## config.mk

```make
export PLATFORM = sky130hd
export DESIGN_NAME = color_convert
export DESIGN_NICKNAME = d
export VERILOG_FILES = /design/src/rtl/color_convert_pkg.sv /design/src/rtl/weighted_sum3.sv /design/src/rtl/color_convert.sv
export SDC_FILE = /design/constraint.sdc
export NUM_CORES = 1
export LEC_CHECK = 0
export ABC_AREA = 0
export CORE_AREA = 2 2 161 163
export CTS_BUF_LIST = sky130_fd_sc_hd__clkbuf_2
export DETAILED_ROUTE_END_ITERATION = 8
export DIE_AREA = 0 0 163 165
export PLACE_DENSITY_LB_ADDON = 0.1
export SETUP_SLACK_MARGIN = 0.3
export SYNTH_ARGS = -nofsm -noshare
export SYNTH_HDL_FRONTEND = slang
export SYNTH_SLANG_ARGS = --single-unit
```

## constraint.sdc

```tcl
create_clock -name clk -period 5.65 [get_ports clk]
set_clock_uncertainty 0.1 [all_clocks]
set_input_delay 1.13 -clock clk [delete_from_list [all_inputs] [get_ports clk]]
set_output_delay 1.13 -clock clk [all_outputs]
set_load 0.01 [all_outputs]
```

## src/rtl/color_convert_pkg.sv

```systemverilog
// Shared definitions for the colour-conversion filter.
//   mode_e       : per-pixel operating mode (pass / gray / binarize / invert)
//   DefMode      : mode loaded at reset
//   DefCoef*     : reset weights (BT.601 luma in 0.8 fixed point)
package color_convert_pkg;

  typedef enum logic [1:0] {
    ModePass = 2'd0,
    ModeGray = 2'd1,
    ModeBin  = 2'd2,
    ModeInv  = 2'd3
  } mode_e;

  localparam logic [1:0]  DefMode  = 2'd1;
  localparam int unsigned DefCoefR = 77;
  localparam int unsigned DefCoefG = 150;
  localparam int unsigned DefCoefB = 29;

endpackage

```

## src/rtl/weighted_sum3.sv

```systemverilog
// Three-input weighted sum with round-half-up and saturation, two registered stages.
//   clk, rst_n           : clock, asynchronous active-low reset
//   in_r/in_g/in_b       : DATA_W-bit samples
//   coef_r/coef_g/coef_b : COEF_W-bit unsigned weights, COEF_W fractional bits
//   gray                 : saturated DATA_W-bit result, valid two cycles after the inputs
module weighted_sum3 #(
  parameter int unsigned DATA_W = 8,
  parameter int unsigned COEF_W = 8
) (
  input  logic              clk,
  input  logic              rst_n,
  input  logic [DATA_W-1:0] in_r,
  input  logic [DATA_W-1:0] in_g,
  input  logic [DATA_W-1:0] in_b,
  input  logic [COEF_W-1:0] coef_r,
  input  logic [COEF_W-1:0] coef_g,
  input  logic [COEF_W-1:0] coef_b,
  output logic [DATA_W-1:0] gray
);

  localparam int unsigned ProdW = DATA_W + COEF_W;
  // Two guard bits: the sum of three products plus rounding needs at most ProdW+2 bits.
  localparam int unsigned SumW  = ProdW + 2;
  localparam logic [SumW-1:0] RoundC = {{(SumW-1){1'b0}}, 1'b1} << (COEF_W - 1);

  logic [ProdW-1:0]    prod_r_q, prod_g_q, prod_b_q;
  logic [SumW-1:0]     sum;
  logic [DATA_W+1:0]   quot;
  logic [DATA_W-1:0]   gray_d, gray_q;

  // S1: products, operands zero-extended to the full product width.
  always_ff @(posedge clk or negedge rst_n) begin
    if (!rst_n) begin
      prod_r_q <= '0;
      prod_g_q <= '0;
      prod_b_q <= '0;
    end else begin
      prod_r_q <= {{COEF_W{1'b0}}, in_r} * {{DATA_W{1'b0}}, coef_r};
      prod_g_q <= {{COEF_W{1'b0}}, in_g} * {{DATA_W{1'b0}}, coef_g};
      prod_b_q <= {{COEF_W{1'b0}}, in_b} * {{DATA_W{1'b0}}, coef_b};
    end
  end

  // S2: sum, round, shift out the fraction and clip to full scale.
  always_comb begin
    sum    = {2'b00, prod_r_q} + {2'b00, prod_g_q} + {2'b00, prod_b_q} + RoundC;
    quot   = sum[SumW-1:COEF_W];
    gray_d = (|quot[DATA_W+1:DATA_W]) ? {DATA_W{1'b1}} : quot[DATA_W-1:0];
  end

  always_ff @(posedge clk or negedge rst_n) begin
    if (!rst_n) begin
      gray_q <= '0;
    end else begin
      gray_q <= gray_d;
    end
  end

  assign gray = gray_q;

endmodule

```

## src/rtl/color_convert.sv

```systemverilog
// Per-pixel colour-conversion filter between the frame reader and the frame writer.
//   clk, rst_n            : clock, asynchronous active-low reset
//   posx, posy            : coordinates of the pixel presented this cycle
//   ready                 : reader has a pixel available
//   enable                : 0 stops pixel consumption
//   rden                  : pixel consumed this cycle (ready & enable)
//   in_r/in_g/in_b        : input pixel
//   mode                  : requested mode (0 pass, 1 gray, 2 binarize, 3 invert)
//   coef_r/coef_g/coef_b  : requested weights
//   thresh                : requested binarize threshold
//   wren                  : output pixel valid, exactly 3 cycles after rden
//   out_r/out_g/out_b     : output pixel, held while wren is low
//   cur_mode              : mode held in the shadow register
// Requested settings are latched only at frame start (rden at pixel 0,0); that pixel
// already uses the new values. Mode and threshold travel with each pixel.
module color_convert
  import color_convert_pkg::*;
#(
  parameter int unsigned DATA_W   = 8,
  parameter int unsigned COEF_W   = 8,
  parameter int unsigned POS_W    = 12,
  parameter logic [1:0]  DEF_MODE = DefMode,
  parameter int unsigned DEF_CR   = DefCoefR,
  parameter int unsigned DEF_CG   = DefCoefG,
  parameter int unsigned DEF_CB   = DefCoefB
) (
  input  logic              clk,
  input  logic              rst_n,
  input  logic [POS_W-1:0]  posx,
  input  logic [POS_W-1:0]  posy,
  input  logic              ready,
  input  logic              enable,
  output logic              rden,
  input  logic [DATA_W-1:0] in_r,
  input  logic [DATA_W-1:0] in_g,
  input  logic [DATA_W-1:0] in_b,
  input  logic [1:0]        mode,
  input  logic [COEF_W-1:0] coef_r,
  input  logic [COEF_W-1:0] coef_g,
  input  logic [COEF_W-1:0] coef_b,
  input  logic [DATA_W-1:0] thresh,
  output logic              wren,
  output logic [DATA_W-1:0] out_r,
  output logic [DATA_W-1:0] out_g,
  output logic [DATA_W-1:0] out_b,
  output logic [1:0]        cur_mode
);

  localparam logic [DATA_W-1:0] ThreshRst = {1'b1, {(DATA_W-1){1'b0}}};

  logic              frame_start;

  // Shadow settings.
  mode_e             mode_q;
  logic [COEF_W-1:0] coef_r_q, coef_g_q, coef_b_q;
  logic [DATA_W-1:0] thresh_q;

  // Settings applied to the pixel entering this cycle.
  mode_e             eff_mode;
  logic [COEF_W-1:0] eff_coef_r, eff_coef_g, eff_coef_b;
  logic [DATA_W-1:0] eff_thresh;

  // Side-band pipeline alongside weighted_sum3.
  logic              vld_s1_q, vld_s2_q, vld_s3_q;
  logic [DATA_W-1:0] raw_r_s1_q, raw_g_s1_q, raw_b_s1_q;
  logic [DATA_W-1:0] raw_r_s2_q, raw_g_s2_q, raw_b_s2_q;
  mode_e             mode_s1_q, mode_s2_q;
  logic [DATA_W-1:0] thr_s1_q, thr_s2_q;
  logic [DATA_W-1:0] gray_s2;

  logic [DATA_W-1:0] out_r_d, out_g_d, out_b_d;
  logic [DATA_W-1:0] out_r_q, out_g_q, out_b_q;

  assign rden        = ready & enable;
  assign frame_start = rden & (posx == '0) & (posy == '0);

  // Bypass so the frame-start pixel sees the newly requested settings.
  always_comb begin
    eff_mode   = frame_start ? mode_e'(mode) : mode_q;
    eff_coef_r = frame_start ? coef_r : coef_r_q;
    eff_coef_g = frame_start ? coef_g : coef_g_q;
    eff_coef_b = frame_start ? coef_b : coef_b_q;
    eff_thresh = frame_start ? thresh : thresh_q;
  end

  always_ff @(posedge clk or negedge rst_n) begin
    if (!rst_n) begin
      mode_q   <= mode_e'(DEF_MODE);
      coef_r_q <= COEF_W'(DEF_CR);
      coef_g_q <= COEF_W'(DEF_CG);
      coef_b_q <= COEF_W'(DEF_CB);
      thresh_q <= ThreshRst;
    end else if (frame_start) begin
      mode_q   <= mode_e'(mode);
      coef_r_q <= coef_r;
      coef_g_q <= coef_g;
      coef_b_q <= coef_b;
      thresh_q <= thresh;
    end
  end

  weighted_sum3 #(
    .DATA_W (DATA_W),
    .COEF_W (COEF_W)
  ) u_weighted_sum3 (
    .clk    (clk),
    .rst_n  (rst_n),
    .in_r   (in_r),
    .in_g   (in_g),
    .in_b   (in_b),
    .coef_r (eff_coef_r),
    .coef_g (eff_coef_g),
    .coef_b (eff_coef_b),
    .gray   (gray_s2)
  );

  // S1/S2 side-band: data regs follow the inputs every cycle; only the valid bits matter.
  always_ff @(posedge clk or negedge rst_n) begin
    if (!rst_n) begin
      vld_s1_q   <= 1'b0;
      vld_s2_q   <= 1'b0;
      vld_s3_q   <= 1'b0;
      raw_r_s1_q <= '0;
      raw_g_s1_q <= '0;
      raw_b_s1_q <= '0;
      raw_r_s2_q <= '0;
      raw_g_s2_q <= '0;
      raw_b_s2_q <= '0;
      mode_s1_q  <= ModePass;
      mode_s2_q  <= ModePass;
      thr_s1_q   <= '0;
      thr_s2_q   <= '0;
    end else begin
      vld_s1_q   <= rden;
      vld_s2_q   <= vld_s1_q;
      vld_s3_q   <= vld_s2_q;
      raw_r_s1_q <= in_r;
      raw_g_s1_q <= in_g;
      raw_b_s1_q <= in_b;
      raw_r_s2_q <= raw_r_s1_q;
      raw_g_s2_q <= raw_g_s1_q;
      raw_b_s2_q <= raw_b_s1_q;
      mode_s1_q  <= eff_mode;
      mode_s2_q  <= mode_s1_q;
      thr_s1_q   <= eff_thresh;
      thr_s2_q   <= thr_s1_q;
    end
  end

  // S3 output select; outputs hold when no valid pixel reaches this stage.
  always_comb begin
    out_r_d = out_r_q;
    out_g_d = out_g_q;
    out_b_d = out_b_q;
    if (vld_s2_q) begin
      unique case (mode_s2_q)
        ModePass: begin
          out_r_d = raw_r_s2_q;
          out_g_d = raw_g_s2_q;
          out_b_d = raw_b_s2_q;
        end
        ModeGray: begin
          out_r_d = gray_s2;
          out_g_d = gray_s2;
          out_b_d = gray_s2;
        end
        ModeBin: begin
          out_r_d = (gray_s2 >= thr_s2_q) ? {DATA_W{1'b1}} : '0;
          out_g_d = out_r_d;
          out_b_d = out_r_d;
        end
        ModeInv: begin
          // Full scale minus x is the bitwise complement.
          out_r_d = ~raw_r_s2_q;
          out_g_d = ~raw_g_s2_q;
          out_b_d = ~raw_b_s2_q;
        end
      endcase
    end
  end

  always_ff @(posedge clk or negedge rst_n) begin
    if (!rst_n) begin
      out_r_q <= '0;
      out_g_q <= '0;
      out_b_q <= '0;
    end else begin
      out_r_q <= out_r_d;
      out_g_q <= out_g_d;
      out_b_q <= out_b_d;
    end
  end

  assign wren     = vld_s3_q;
  assign out_r    = out_r_q;
  assign out_g    = out_g_q;
  assign out_b    = out_b_q;
  assign cur_mode = mode_q;

endmodule

```

==> out/results.txt <==
WP buf/inv: 8
Post-DP HPWL: 24200 microns
Core area: 25000 sq um
Peak supply drop: 0.0000877 V
Nets: 2023
Crit path cell chain: buf_2, nor4_4, nand3_2, nor2_4, buf_12, mux2i_4, buf_6, buf_6, buf_6, nor2b_2, fa_2, fa_1, inv_2, fa_1, fa_1, inv_2, ha_4, o21a_1, o31a_1, o211ai_1, a21oi_2, a2111oi_4, buf_4, xnor2_2
Pwr Density: 128 nW/um^2
Fin Hold WS: 157 ps
Clk_lat worst skew: 820 ps
CP Data Required Time: 6260 ps
Ys flop type: dfrtp_1
Post-Synthesis Cells: 1325
TNS Setup: 0 ps
Worst-margin pin slew: 946 ps
Maximum fanout along the worst path: 7
Vias in the first global route: 10900
Syn. warnings: 0
Pwr Total: 2.33 mW
Final setup margin: 179 ps
CP max stage cell: fa_1
Average routed wire per standard cell: 15.9 microns
Synth top area cells: dfrtp_1 30%, fa_1 16%, ha_1 15%, nor2b_1 5.8%, inv_1 5.0%
Max Buffers Root-to-Sink: 2
Ports: 114
Area leader, netlist: dfrtp_1
Die area: 26900 sq um
Grt total ovfl: 0
Biggest regs: u_weighted_sum3.prod_b_q: 16 flops, u_weighted_sum3.prod_g_q: 16 flops, u_weighted_sum3.prod_r_q: 16 flops
EDFF count, synth: 0
Synthesis-stage register bit count: 177
Syn Area/Cell: 10.3 sq um
Arr. time, crit path: 6080 ps
Clock transition at path regs: 370 ps
Post-synthesis sequential area ratio: 0.325
Final period util: 0.968
Crit end category: flip-flop
Hold crit path type: input pin to asynchronous set/reset pin
Global-route wire length before repair: 52400 microns
Routed via count: 10500
CTS tree: yes
DR iter-0 viols: 579
Port Buffers: 113
Root Buffer: clkbuf_2
Max Slew Vio Count: 0
Synthesized area: 13700 sq um
Tot GR Track Use: 0.247
CP top delay family: adder cells
Synth cell types: 62
Unrepaired setup endpoints after global routing: true
H-tree lvl count: 4
Final Hold Viols: 0
Synth top area share: 0.298
Async set-reset flop share out of synthesis: 1.00
Clock sink total: 177
# setup viols final: 0
Core Rows: 58
Total wire length: 31900 microns
Die Y: 165 microns
Tmin final: 5470 ps
Static Leak: 9.16 nW
Placer's final routability congestion estimate: 0.856
Largest net degree at the start of global routing: 72
CP startpoint kind: input pin
Setup CP Type: input pin to flip-flop
Max_cap viols: 0
Area Growth Syn to Fin: 32.7%
Starting Density: 0.547
Fmax: 0.183 GHz
Drt pass-1 iters: 5
Dpl ws: -980 ps
Fraction of layout cells with a size suffix above 1: 0.268
Slowest stage delay, CP: 540 ps
Residual DRC: 0
Initial antenna violation count: 2
Routed Antenna Nets: 0
Status: complete, no violations
Die width: 163 microns
Net Count, Synth: 1682
Vias/cell: 5.25
Slew headroom: 0.369
CTS buffer count: 17
-- metal layers --
metal | track usage | wire length [microns]
met3 | 0.0402 | 1310
met5 | 0 | 13
met4 | 0.0889 | 949
met2 | 0.432 | 15700
met1 | 0.311 | 13900
-- worst register-to-register path: cells and delay by family (launching register included) --
kind            cells  cell delay, ps
mux                 1             160
buf+inv             4             320
simple gates        1              70
fa+ha+maj           5            2220
compound gates      5             930
xor+xnor            1             100
flops               1             620
-- cells in the mapped netlist (2+ instances only) --
cell type / instances
a211oi_1: 6
a21o_1: 12
a21oi_1: 35
a31oi_1: 27
and2_1: 51
and3_1: 5
and4_1: 2
buf_4: 3
clkbuf_1: 19
dfrtp_1: 163
dfstp_2: 14
fa_1: 109
ha_1: 162
inv_1: 182
mux2_2: 19
mux2i_1: 16
nand2_1: 80
nand2b_1: 28
nand3_1: 15
nand3b_1: 2
nand4_1: 4
nor2_1: 31
nor2b_1: 128
nor3_1: 10
nor4_1: 9
o2111ai_1: 2
o211a_1: 2
o211ai_1: 27
o21a_1: 11
o21ai_0: 66
o21bai_1: 3
o221a_2: 2
o31a_1: 2
o31ai_1: 2
o41ai_1: 3
or2_2: 3
or4_1: 2
xnor2_1: 40
xor2_1: 5
-- kinds of logic (layout without fill, tap and decap cells) --
| family | count (synthesis) | after routing | synth area share |
|---|---|---|---|
| compound gates | 218 | 218 | 0.105 |
| xor+xnor | 45 | 45 | 0.0288 |
| fa+ha+maj | 271 | 271 | 0.307 |
| buf+inv | 205 | 559 | 0.0571 |
| flops | 177 | 177 | 0.325 |
| mux | 35 | 35 | 0.0273 |
| other cells | 0 | 1 | 0 |
| simple gates | 374 | 374 | 0.150 |
-- worst paths after layout --
| path | startpoint | end | slack, ps | depth (start not counted) |
|---|---|---|---|---|
| worst max-delay path | posx[0] | u_weighted_sum3.prod_r_q[13]$_DFF_PN0_ | 180 | 24 |
| worst min-delay path | rst_n | thr_s1_q[7]$_DFF_PN0_ | 160 | 1 |
| worst max register to register | coef_r_q[6]$_DFF_PN1_ | u_weighted_sum3.prod_r_q[13]$_DFF_PN0_ | 1010 | 17 |
| worst min register to register | raw_r_s1_q[1]$_DFF_PN0_ | raw_r_s2_q[1]$_DFF_PN0_ | 230 | 0 |
| max in group asynchronous | rst_n | u_weighted_sum3.prod_r_q[5]$_DFF_PN0_ | 3980 | 2 |
| min in group clk | raw_r_s1_q[1]$_DFF_PN0_ | raw_r_s2_q[1]$_DFF_PN0_ | 230 | 0 |
-- metrics by stage --
step | instance area (sq um) | utilization | std cells
3_5_place_dp | 16900 | 0.674 | 1905
3_3_place_gp | 16900 | 0.674 | 1905
5_1_grt | 18200 | 0.726 | 2010
4_1_cts | 17500 | 0.701 | 1984
6_report | 18200 | 0.726 | 2010
2_1_floorplan | 14200 | - | 1325
-- layout make-up --
class                      count  area, sq um
antenna                        1         2.50
clock buffer                  17         85.1
clock inverter                15          211
fill                        1797         6860
inverter                     182          683
multi-input combinational    943         9220
sequential                   177         4450
tap                          330          413
timing repair buffer         345         3120
-- power breakdown --
part	switching, mW	total, mW	internal [mW]	leakage (nW)
Clock	0.569	0.747	0.177	0.167
Combinational	0.116	0.250	0.134	6.76
Sequential	0.0246	1.34	1.31	2.24
Total	0.710	2.33	1.62	9.16
-- layout by cell type, fill, tap and decap left out, drive strengths merged, types with 17 or more instances in the layout --
| master | instances |
|---|---|
| mux2 | 19 |
| clkbuf | 17 |
| nand2b | 28 |
| buf | 251 |
| o21ai | 68 |
| nor2b | 128 |
| and2 | 51 |
| fa | 109 |
| a31oi | 27 |
| dfrtp | 163 |
| clkdlybuf4s50 | 86 |
| nand2 | 80 |
| nor2 | 32 |
| inv | 191 |
| xnor2 | 40 |
| o211ai | 27 |
| a21oi | 36 |
| ha | 162 |
-- repair_timing --
action,CTS,global route
hold buffers,0,0
setup endpoints to repair,18,18
pin swaps,28,64
setup buffers,47,25
resized for setup,102,117
No activity file was read; power rests on OpenSTA's default activity.
